### src/rtl/clk_gate_seq.sv
// Per-channel clock-request responder: sequences ICG enables and acknowledges with
// staggered round-robin wake-up, a settle delay, and busy-blockable off-hysteresis.
module clk_gate_seq #(
    parameter int N        = 4,
    parameter int ON_DLY   = 2,
    parameter int OFF_HOLD = 8,
    parameter int MAX_WAKE = 1
) (
    input  logic             clk,
    input  logic             rst_n,
    input  logic [N-1:0]     clk_req,
    input  logic [N-1:0]     busy,
    output logic [N-1:0]     gate_en,
    output logic [N-1:0]     clk_ack,
    output logic [2*N-1:0]   ch_state,
    output logic             all_off
);

    localparam int CMAX = (ON_DLY > OFF_HOLD) ? ON_DLY : OFF_HOLD;
    localparam int CW   = $clog2(CMAX + 1);
    localparam int PW   = (N > 1) ? $clog2(N) : 1;
    localparam int WW   = $clog2(N + 1);

    localparam logic [1:0] ST_OFF    = 2'b00;
    localparam logic [1:0] ST_WAKING = 2'b01;
    localparam logic [1:0] ST_ON     = 2'b10;
    localparam logic [1:0] ST_HOLD   = 2'b11;

    logic [1:0]    state_q [N];
    logic [1:0]    state_d [N];
    logic [CW-1:0] cnt_q   [N];
    logic [CW-1:0] cnt_d   [N];
    logic [PW-1:0] rr_ptr_q, rr_ptr_d;
    logic [N-1:0]  gate_en_q, gate_en_d;
    logic [N-1:0]  clk_ack_q, clk_ack_d;
    logic          all_off_q, all_off_d;

    logic [WW-1:0]  waking_cnt;
    logic [N-1:0]   cand;
    logic [2*N-1:0] cand_rot;
    logic           grant_vld;
    logic [PW-1:0]  grant_idx;
    logic [PW:0]    grant_sum;
    logic [PW:0]    rr_next;

    // Wake arbiter: rotate candidates so bit 0 is rr_ptr, take the lowest set bit.
    always_comb begin : arb
        waking_cnt = '0;
        cand       = '0;
        grant_vld  = 1'b0;
        grant_idx  = '0;
        grant_sum  = '0;
        for (int i = 0; i < N; i++) begin
            if (state_q[i] == ST_WAKING) waking_cnt = waking_cnt + WW'(1);
            cand[i] = clk_req[i] && (state_q[i] == ST_OFF);
        end
        cand_rot = {cand, cand} >> rr_ptr_q;
        if (waking_cnt < WW'(MAX_WAKE)) begin
            for (int k = 0; k < N; k++) begin
                if (!grant_vld && cand_rot[k]) begin
                    grant_vld = 1'b1;
                    grant_sum = {1'b0, rr_ptr_q} + (PW+1)'(k);
                    if (grant_sum >= (PW+1)'(N)) grant_sum = grant_sum - (PW+1)'(N);
                    grant_idx = grant_sum[PW-1:0];
                end
            end
        end
    end

    always_comb begin : fsm_next
        rr_next  = {1'b0, grant_idx} + (PW+1)'(1);
        rr_ptr_d = rr_ptr_q;
        if (grant_vld) rr_ptr_d = (rr_next == (PW+1)'(N)) ? '0 : rr_next[PW-1:0];
        for (int i = 0; i < N; i++) begin
            state_d[i] = state_q[i];
            cnt_d[i]   = cnt_q[i];
            case (state_q[i])
                ST_OFF: begin
                    if (grant_vld && (grant_idx == PW'(i))) begin
                        state_d[i] = ST_WAKING;
                        cnt_d[i]   = CW'(ON_DLY);
                    end
                end
                ST_WAKING: begin
                    if (cnt_q[i] == CW'(1)) state_d[i] = ST_ON;
                    else                    cnt_d[i]   = cnt_q[i] - CW'(1);
                end
                ST_ON: begin
                    if (!clk_req[i] && !busy[i]) begin
                        state_d[i] = ST_HOLD;
                        cnt_d[i]   = CW'(OFF_HOLD);
                    end
                end
                default: begin
                    // HOLD: a renewed request wins over busy
                    if (clk_req[i])               state_d[i] = ST_ON;
                    else if (busy[i])             cnt_d[i]   = CW'(OFF_HOLD);
                    else if (cnt_q[i] == CW'(1)) begin
                        state_d[i] = ST_OFF;
                        cnt_d[i]   = '0;
                    end else                      cnt_d[i]   = cnt_q[i] - CW'(1);
                end
            endcase
        end
    end

    always_comb begin : out_next
        gate_en_d = '0;
        clk_ack_d = '0;
        all_off_d = 1'b1;
        for (int i = 0; i < N; i++) begin
            gate_en_d[i] = (state_d[i] != ST_OFF);
            clk_ack_d[i] = (state_d[i] == ST_ON) || (state_d[i] == ST_HOLD);
            if (state_d[i] != ST_OFF) all_off_d = 1'b0;
        end
    end

    always_ff @(posedge clk or negedge rst_n) begin
        if (!rst_n) begin
            for (int i = 0; i < N; i++) begin
                state_q[i] <= ST_OFF;
                cnt_q[i]   <= '0;
            end
            rr_ptr_q  <= '0;
            gate_en_q <= '0;
            clk_ack_q <= '0;
            all_off_q <= 1'b1;
        end else begin
            for (int i = 0; i < N; i++) begin
                state_q[i] <= state_d[i];
                cnt_q[i]   <= cnt_d[i];
            end
            rr_ptr_q  <= rr_ptr_d;
            gate_en_q <= gate_en_d;
            clk_ack_q <= clk_ack_d;
            all_off_q <= all_off_d;
        end
    end

    always_comb begin
        ch_state = '0;
        for (int i = 0; i < N; i++) ch_state[2*i +: 2] = state_q[i];
    end

    assign gate_en = gate_en_q;
    assign clk_ack = clk_ack_q;
    assign all_off = all_off_q;

endmodule
### config.mk
export PLATFORM = sky130hd
export DESIGN_NAME = clk_gate_seq
export DESIGN_NICKNAME = d
export VERILOG_FILES = /design/src/rtl/clk_gate_seq.sv
export SDC_FILE = /design/constraint.sdc
export NUM_CORES = 1
export LEC_CHECK = 0
export ABC_AREA = 0
export CAP_MARGIN = 20
export CELL_PAD_IN_SITES_DETAIL_PLACEMENT = 0
export CELL_PAD_IN_SITES_GLOBAL_PLACEMENT = 1
export CORE_UTILIZATION = 46
export CTS_CLUSTER_SIZE = 12
export DETAILED_ROUTE_END_ITERATION = 6
export PLACE_DENSITY = 0.95
export SLEW_MARGIN = 30
export SYNTH_ARGS = -nofsm -noshare
export SYNTH_HDL_FRONTEND = slang
export SYNTH_SLANG_ARGS = --single-unit
### constraint.sdc
create_clock -name clk -period 5.3 [get_ports clk]
set_clock_uncertainty 0.05 [all_clocks]
set_input_delay 1.325 -clock clk [delete_from_list [all_inputs] [get_ports clk]]
set_output_delay 1.325 -clock clk [all_outputs]
set_load 0.01 [all_outputs]
==> metrics.csv, run 1 <==
metric;value;unit
criticalPathCategory;in -> reg;
clock_tree.buffer_depth;2;
fillers;455;
post_cts_buffers;0;
syn-instance-count;276;
syn-num-nets;299;
rsz0062_at_grt;false;
outcome;finished clean;
clkTransAtPathRegs;0.07;ns
vias_per_cell;5.51;
synthMuxAreaShare;0.0318;
finalHoldViolCount;0;
grt_pass1_vias;1856;
worst-path-buf-inv;2;
p_leak;1.16;nW
yosys.area_share.adder;0.0688;
initial_core_util;0.487;
power_frac_comb;0.492;
slowest_delay;0.52;ns
power_density;448;nW/um^2
fp.coreArea;4850;sq um
cts-resized-gates;0;
min_path_type;reg -> reg;
cp_cell_sequence;clkdlybuf4s50_1 > or3b_1 > nor2_1 > nor2_1 > o21ai_0 > a22oi_1 > nor3_1 > ha_1 > inv_1 > or4_4 > a21oi_4 > mux2_1;
ir_worst_vdd;189;uV
route.vias.total;2010;
grt_max_degree;33;
grt_overflow_total;0;
cts_sinks;32;
antennaDiodeCount;0;
max-slew-margin-rel;0.554;
die_area;5430;sq um
insertion_delay;0.29;ns
setup_tns;0;ns
worst_pin_slew;0.667;ns
multiInputGateArea;1440;sq um
ioPinCount;27;
cp_data_arrival_time;4.48;ns
grt_usage;0.203;
fp.dieW;73.7;um
drt-wirelength-per-cell;13.5;um
seq_area;802;sq um
synth_top_flop_cell;dfrtp_1;
cpMostUsedCell;nor2_1;
fin_crit;4.36;ns
row_count;25;
ctsHoldBuffers;0;
synth_compound_area_frac;0.237;
numCtsBuffers;5;
syn_area;2360;sq um
synth.top_cells.by_count;dfrtp_1 (31), nand2_1 (26), nor2_1 (25), o21ai_0 (25), inv_1 (16);
crit_fanout;7;
cp.required;5.42;ns
drtPass1Iterations;4;
hpwl;3620;um
netSwitchingPower;0.000520;W
area_delta_synth_final;15.7;%
ys_ff_latch;32;
synth_edf_count;0;
cp-start-kind;input port;
finalSetupViolations;0;
port_buffers;26;
async_flop_share;1.00;
fin_crit_sh;0.822;
final_nets;320;
gp_congestion;0.851;
yosysWarnings;0;
crit_family;simple AND/OR/NAND/NOR gates;
yosysSeqAreaShare;0.339;
synth_xor_xnor_area_share;0.0323;
drc;0;
wirelength;4940;um
synth-simple-area-share;0.239;
drive_above_1_share;0.0705;
tritoncts;built;
preCtsSetupSlack;0.673;ns
synth_top_family_by_area;simple AND/OR/NAND/NOR gates;
drv_slew;0;
grt_pass1_wl;8490;um
syn_avg_cell_area;8.56;sq um
synth_top_area_frac;0.328;
ys_top_cells_by_area;dfrtp_1 (33%), ha_1 (6.9%), o21ai_0 (5.3%), nand2_1 (4.1%), nor2_1 (4.0%);
endpoint_kind;flip-flop;
yosys.area.top_type;dfrtp_1;
antenna_found_initial;0;
sw_frac_of_total;0.424;
power;0.00123;W
htreeDepth;2;
seq_power_share;0.361;
clockRootBuffer;clkbuf_8;
p_int;0.000706;W
yosysUniqueCellTypes;58;
setup_slack;0.943;ns
clkPwrFrac;0.147;
yosysMostFrequentCell;dfrtp_1;
fp.dieH;73.7;um
final_antenna_net_count;0;
maxCapViolCount;0;
drt-initial-drc-count;180;
fmax;0.230;GHz
cpMaxStageDelayCell;clkdlybuf4s50_1;
kinds of logic after synthesis:
group / after synthesis
adders and majority gates: 13
buffers and inverters: 29
AOI/OAI and AO/OA: 81
xor gates and xnor gates: 7
DFF: 32
muxes: 7
and+or+nand+nor: 107
cell usage in the layout (no fill, tap or decap), types with 3 or more instances in the layout:
| cell | n |
|---|---|
| dfrtp_1 | 31 |
| nand2_1 | 26 |
| clkdlybuf4s50_1 | 26 |
| nor2_1 | 25 |
| o21ai_0 | 25 |
| inv_1 | 16 |
| nor3_1 | 13 |
| a21oi_1 | 13 |
| ha_1 | 13 |
| nor2b_1 | 8 |
| nand3_1 | 7 |
| a21o_1 | 6 |
| nand2b_1 | 6 |
| a31oi_1 | 5 |
| clkbuf_8 | 5 |
| xor2_1 | 4 |
| and2_1 | 4 |
| o21a_1 | 4 |
| o31ai_1 | 4 |
| nor3b_2 | 3 |
| nor3b_1 | 3 |
| mux2_1 | 3 |
| mux2i_1 | 3 |
area by class of cell:
| class | instances | share of cell area |
|---|---|---|
| Clock buffer | 7 | 0.0279 |
| Clock inverter | 1 | 0.00183 |
| Inverter | 16 | 0.0220 |
| Multi-Input combinational cell | 215 | 0.526 |
| Sequential cell | 32 | 0.293 |
| Tap cell | 67 | 0.0307 |
| Timing Repair Buffer | 27 | 0.0979 |
sequential cells by signal (all words and copies together), names as in the netlist:
name / cells
all_off: 1
ch_state: 5
clk_ack: 4
cnt_q: 16
gate_en: 4
rr_ptr_q: 2
metal layers:
metal	GRT usage	part of all wire	vias to the layer above
met2	0.322	0.46	44
met1	0.278	0.49	937
li1	-	-	1024
met4	0.0769	0.016	0
met3	0.0329	0.032	5
met5	0	0	-
final timing paths:
check | from | endpoint | slack, ns | cells past startpoint
worst min register to register | cnt_q[13] | cnt_q[13] | 0.49 | 1
worst min-delay path | cnt_q[13] | cnt_q[13] | 0.49 | 1
max in group asynchronous | rst_n | all_off | 3.48 | 2
worst max-delay path | clk_req[1] | cnt_q[7] | 0.94 | 12
worst max register to register | clk_ack[1] | cnt_q[7] | 1.39 | 11
min in group asynchronous | rst_n | cnt_q[11] | 1.38 | 2
power groups by stage:
stage | clock network, W | registers, W | logic, W
2_1_floorplan | 0 | 0.000398 | 0.000480
4_1_cts | 0.000187 | 0.000442 | 0.000604
5_1_grt | 0.000197 | 0.000460 | 0.000679
3_5_place_dp | 0 | 0.000446 | 0.000600
3_3_place_gp | 0 | 0.000444 | 0.000588
6_report | 0.000181 | 0.000442 | 0.000603
stage by stage:
step           utilization  cell area, sq um  std cells  hold WS (ns)
6_report             0.564              2730        365         0.487
5_1_grt              0.564              2730        365         0.523
4_1_cts              0.564              2730        365         0.484
3_5_place_dp         0.547              2650        357         0.468
3_3_place_gp         0.547              2650        357         0.461
2_1_floorplan            -              2360        276         0.425
(Power assumes the default switching activity.)
==> run 2: changes to the inputs <==
--- a/config.mk
+++ b/config.mk
@@ -9,10 +9,10 @@
 export CAP_MARGIN = 20
 export CELL_PAD_IN_SITES_DETAIL_PLACEMENT = 0
 export CELL_PAD_IN_SITES_GLOBAL_PLACEMENT = 1
-export CORE_UTILIZATION = 46
+export CORE_UTILIZATION = 43
 export CTS_CLUSTER_SIZE = 12
 export DETAILED_ROUTE_END_ITERATION = 6
-export PLACE_DENSITY = 0.95
+export PLACE_DENSITY = 0.91
 export SLEW_MARGIN = 30
 export SYNTH_ARGS = -nofsm -noshare
 export SYNTH_HDL_FRONTEND = slang
==> constraint.sdc (replaced) <==
create_clock -name clk -period 4.3 [get_ports clk]
set_clock_uncertainty 0.05 [all_clocks]
set_input_delay 1.075 -clock clk [delete_from_list [all_inputs] [get_ports clk]]
set_output_delay 1.075 -clock clk [all_outputs]
set_load 0.01 [all_outputs]
==> run 2 against run 1 <==
Net effect: sequential cell count unchanged; final cell count is 3.0% higher; non-clock buffer count increased by 8; global-route usage is 1.5 points lower; sequential power increased by 16%; routed wire length rose by 2.6%; first-iteration DRC count down 24%; critical path depth is the same; register-to-register slack worse by 0.85 ns; hold slack worse by 0.0098 ns; critical endpoint unchanged.
==> metrics.csv, run 2 (synthesis gave the netlist of run 1 again) <==
metric;value;unit
outcome;finished clean;
hold_path_end;cnt_q[13];
grt_pass1_vias;1953;
ioPinCount;27;
fmax;0.249;GHz
clkTransAtPathRegs;0.07;ns
clockRootBuffer;clkbuf_8;
initial_core_util;0.454;
post_cts_buffers;0;
cts-resized-gates;0;
row_count;26;
fp.coreArea;5200;sq um
max-slew-margin-rel;0.571;
finalHoldViolCount;0;
r2r_end;cnt_q[7];
drt-initial-drc-count;136;
tritoncts;built;
final_common_cell;dfrtp_1;
drtPass1Iterations;5;
grt_overflow_total;0;
slowest_delay;0.55;ns
rsz0062_at_grt;false;
multiInputGateArea;1440;sq um
vias_per_cell;5.47;
criticalPathCategory;in -> reg;
fin_crit;4.01;ns
hpwl;3700;um
cp.required;4.42;ns
clock_tree.buffer_depth;2;
final_antenna_net_count;0;
die_area;5800;sq um
hp-start;cnt_q[13];
fp.dieW;76.1;um
largest_register;cnt_q;
cp_data_arrival_time;4.14;ns
crit_fanout;8;
ff2ff_path_depth;11;
area_delta_synth_final;19.5;%
drive_above_1_share;0.0980;
crit_family;simple AND/OR/NAND/NOR gates;
ctsHoldBuffers;0;
antenna_found_initial;0;
grt_usage;0.189;
r2r-start;ch_state[4];
grt_max_degree;33;
wirelength;5060;um
fillers;476;
seq_area;802;sq um
numCtsBuffers;5;
drc;0;
htreeDepth;2;
route.vias.total;2057;
p_leak;1.21;nW
gp_congestion;0.783;
finish.utilization;0.543;
cts_sinks;32;
min_path_type;reg -> reg;
power_density;567;nW/um^2
cpMaxStageDelayCell;clkdlybuf4s50_1;
drt-wirelength-per-cell;13.5;um
port_buffers;26;
fp.dieH;76.1;um
grt_pass1_wl;8870;um
finalSetupViolations;0;
whs_path_depth;1;
cp-start-kind;input port;
final_nets;328;
largest_reg_flops;16;
fin_crit_sh;0.934;
insertion_delay;0.29;ns
rrSetupSlack;0.54;ns
antennaDiodeCount;0;
mostFrequentLayoutCells;dfrtp_1 (31), nand2_1 (26), clkdlybuf4s50_1 (26);
ir_worst_vdd;221;uV
setup_tns;0;ns
worst-path-buf-inv;2;
endpoint_kind;flip-flop;
maxCapViolCount;0;
cp_cell_sequence;clkdlybuf4s50_1 > nor3b_2 > nor3_1 > a311oi_1 > o21ai_1 > xor2_1 > nand2_1 > ha_1 > inv_1 > or4_4 > a21oi_4 > mux2_1;
worst_pin_slew;0.643;ns
drv_slew;0;
-- run 2: changes by cell type in the layout (fill, tap and decap cells not counted) --
| cell | change |
|---|---|
| buf_4 | +8 |
| bufinv_16 | +1 |
| clkbuf_1 | -1 |
-- run 2: worst max path at each step --
stage	start	cells past startpoint	slack [ns]	end
after CTS	clk_req[0]	12	0.32	cnt_q[7]
after global routing	clk_req[0]	12	0.06	cnt_q[1]
after floorplan	clk_req[1]	12	0.62	cnt_q[7]
final	clk_req[0]	12	0.29	cnt_q[7]
after detailed placement	clk_req[0]	12	0.01	cnt_q[7]
after global placement	clk_req[0]	12	0.07	cnt_q[7]
-- run 2: cell type report --
cell class,count,area share
Timing Repair Buffer,35,0.116
Multi-Input combinational cell,215,0.510
Sequential cell,32,0.284
Clock buffer,6,0.0257
Clock inverter,2,0.0124
Tap cell,70,0.0310
Inverter,16,0.0213
-- run 2: through the flow --
step / cells / hold WS (ns) / power [W] / area [sq um] / setup WS (ns)
6_report: 376 / 0.477 / 0.00160 / 2820 / 0.286
5_1_grt: 376 / 0.520 / 0.00174 / 2820 / 0.0565
4_1_cts: 376 / 0.488 / 0.00161 / 2820 / 0.315
3_5_place_dp: 368 / 0.472 / 0.00131 / 2720 / 0.0100
3_3_place_gp: 368 / 0.458 / 0.00130 / 2720 / 0.0689
2_1_floorplan: 276 / 0.425 / 0.00108 / 2360 / 0.620
-- run 2: where the power goes --
group	total [W]	internal, W	switching, W
logic	0.000801	0.000379	0.000422
registers	0.000511	0.000398	0.000113
clock network	0.000289	0.000172	0.000117
total	0.00160	0.000950	0.000652
-- run 2: per-layer routing --
metal	wire, um	global-route usage	up-vias
li1	-	-	1043
met1	2480	0.257	969
met3	133	0.0335	9
met5	0	0	-
met4	97	0.0712	0
met2	2350	0.299	36
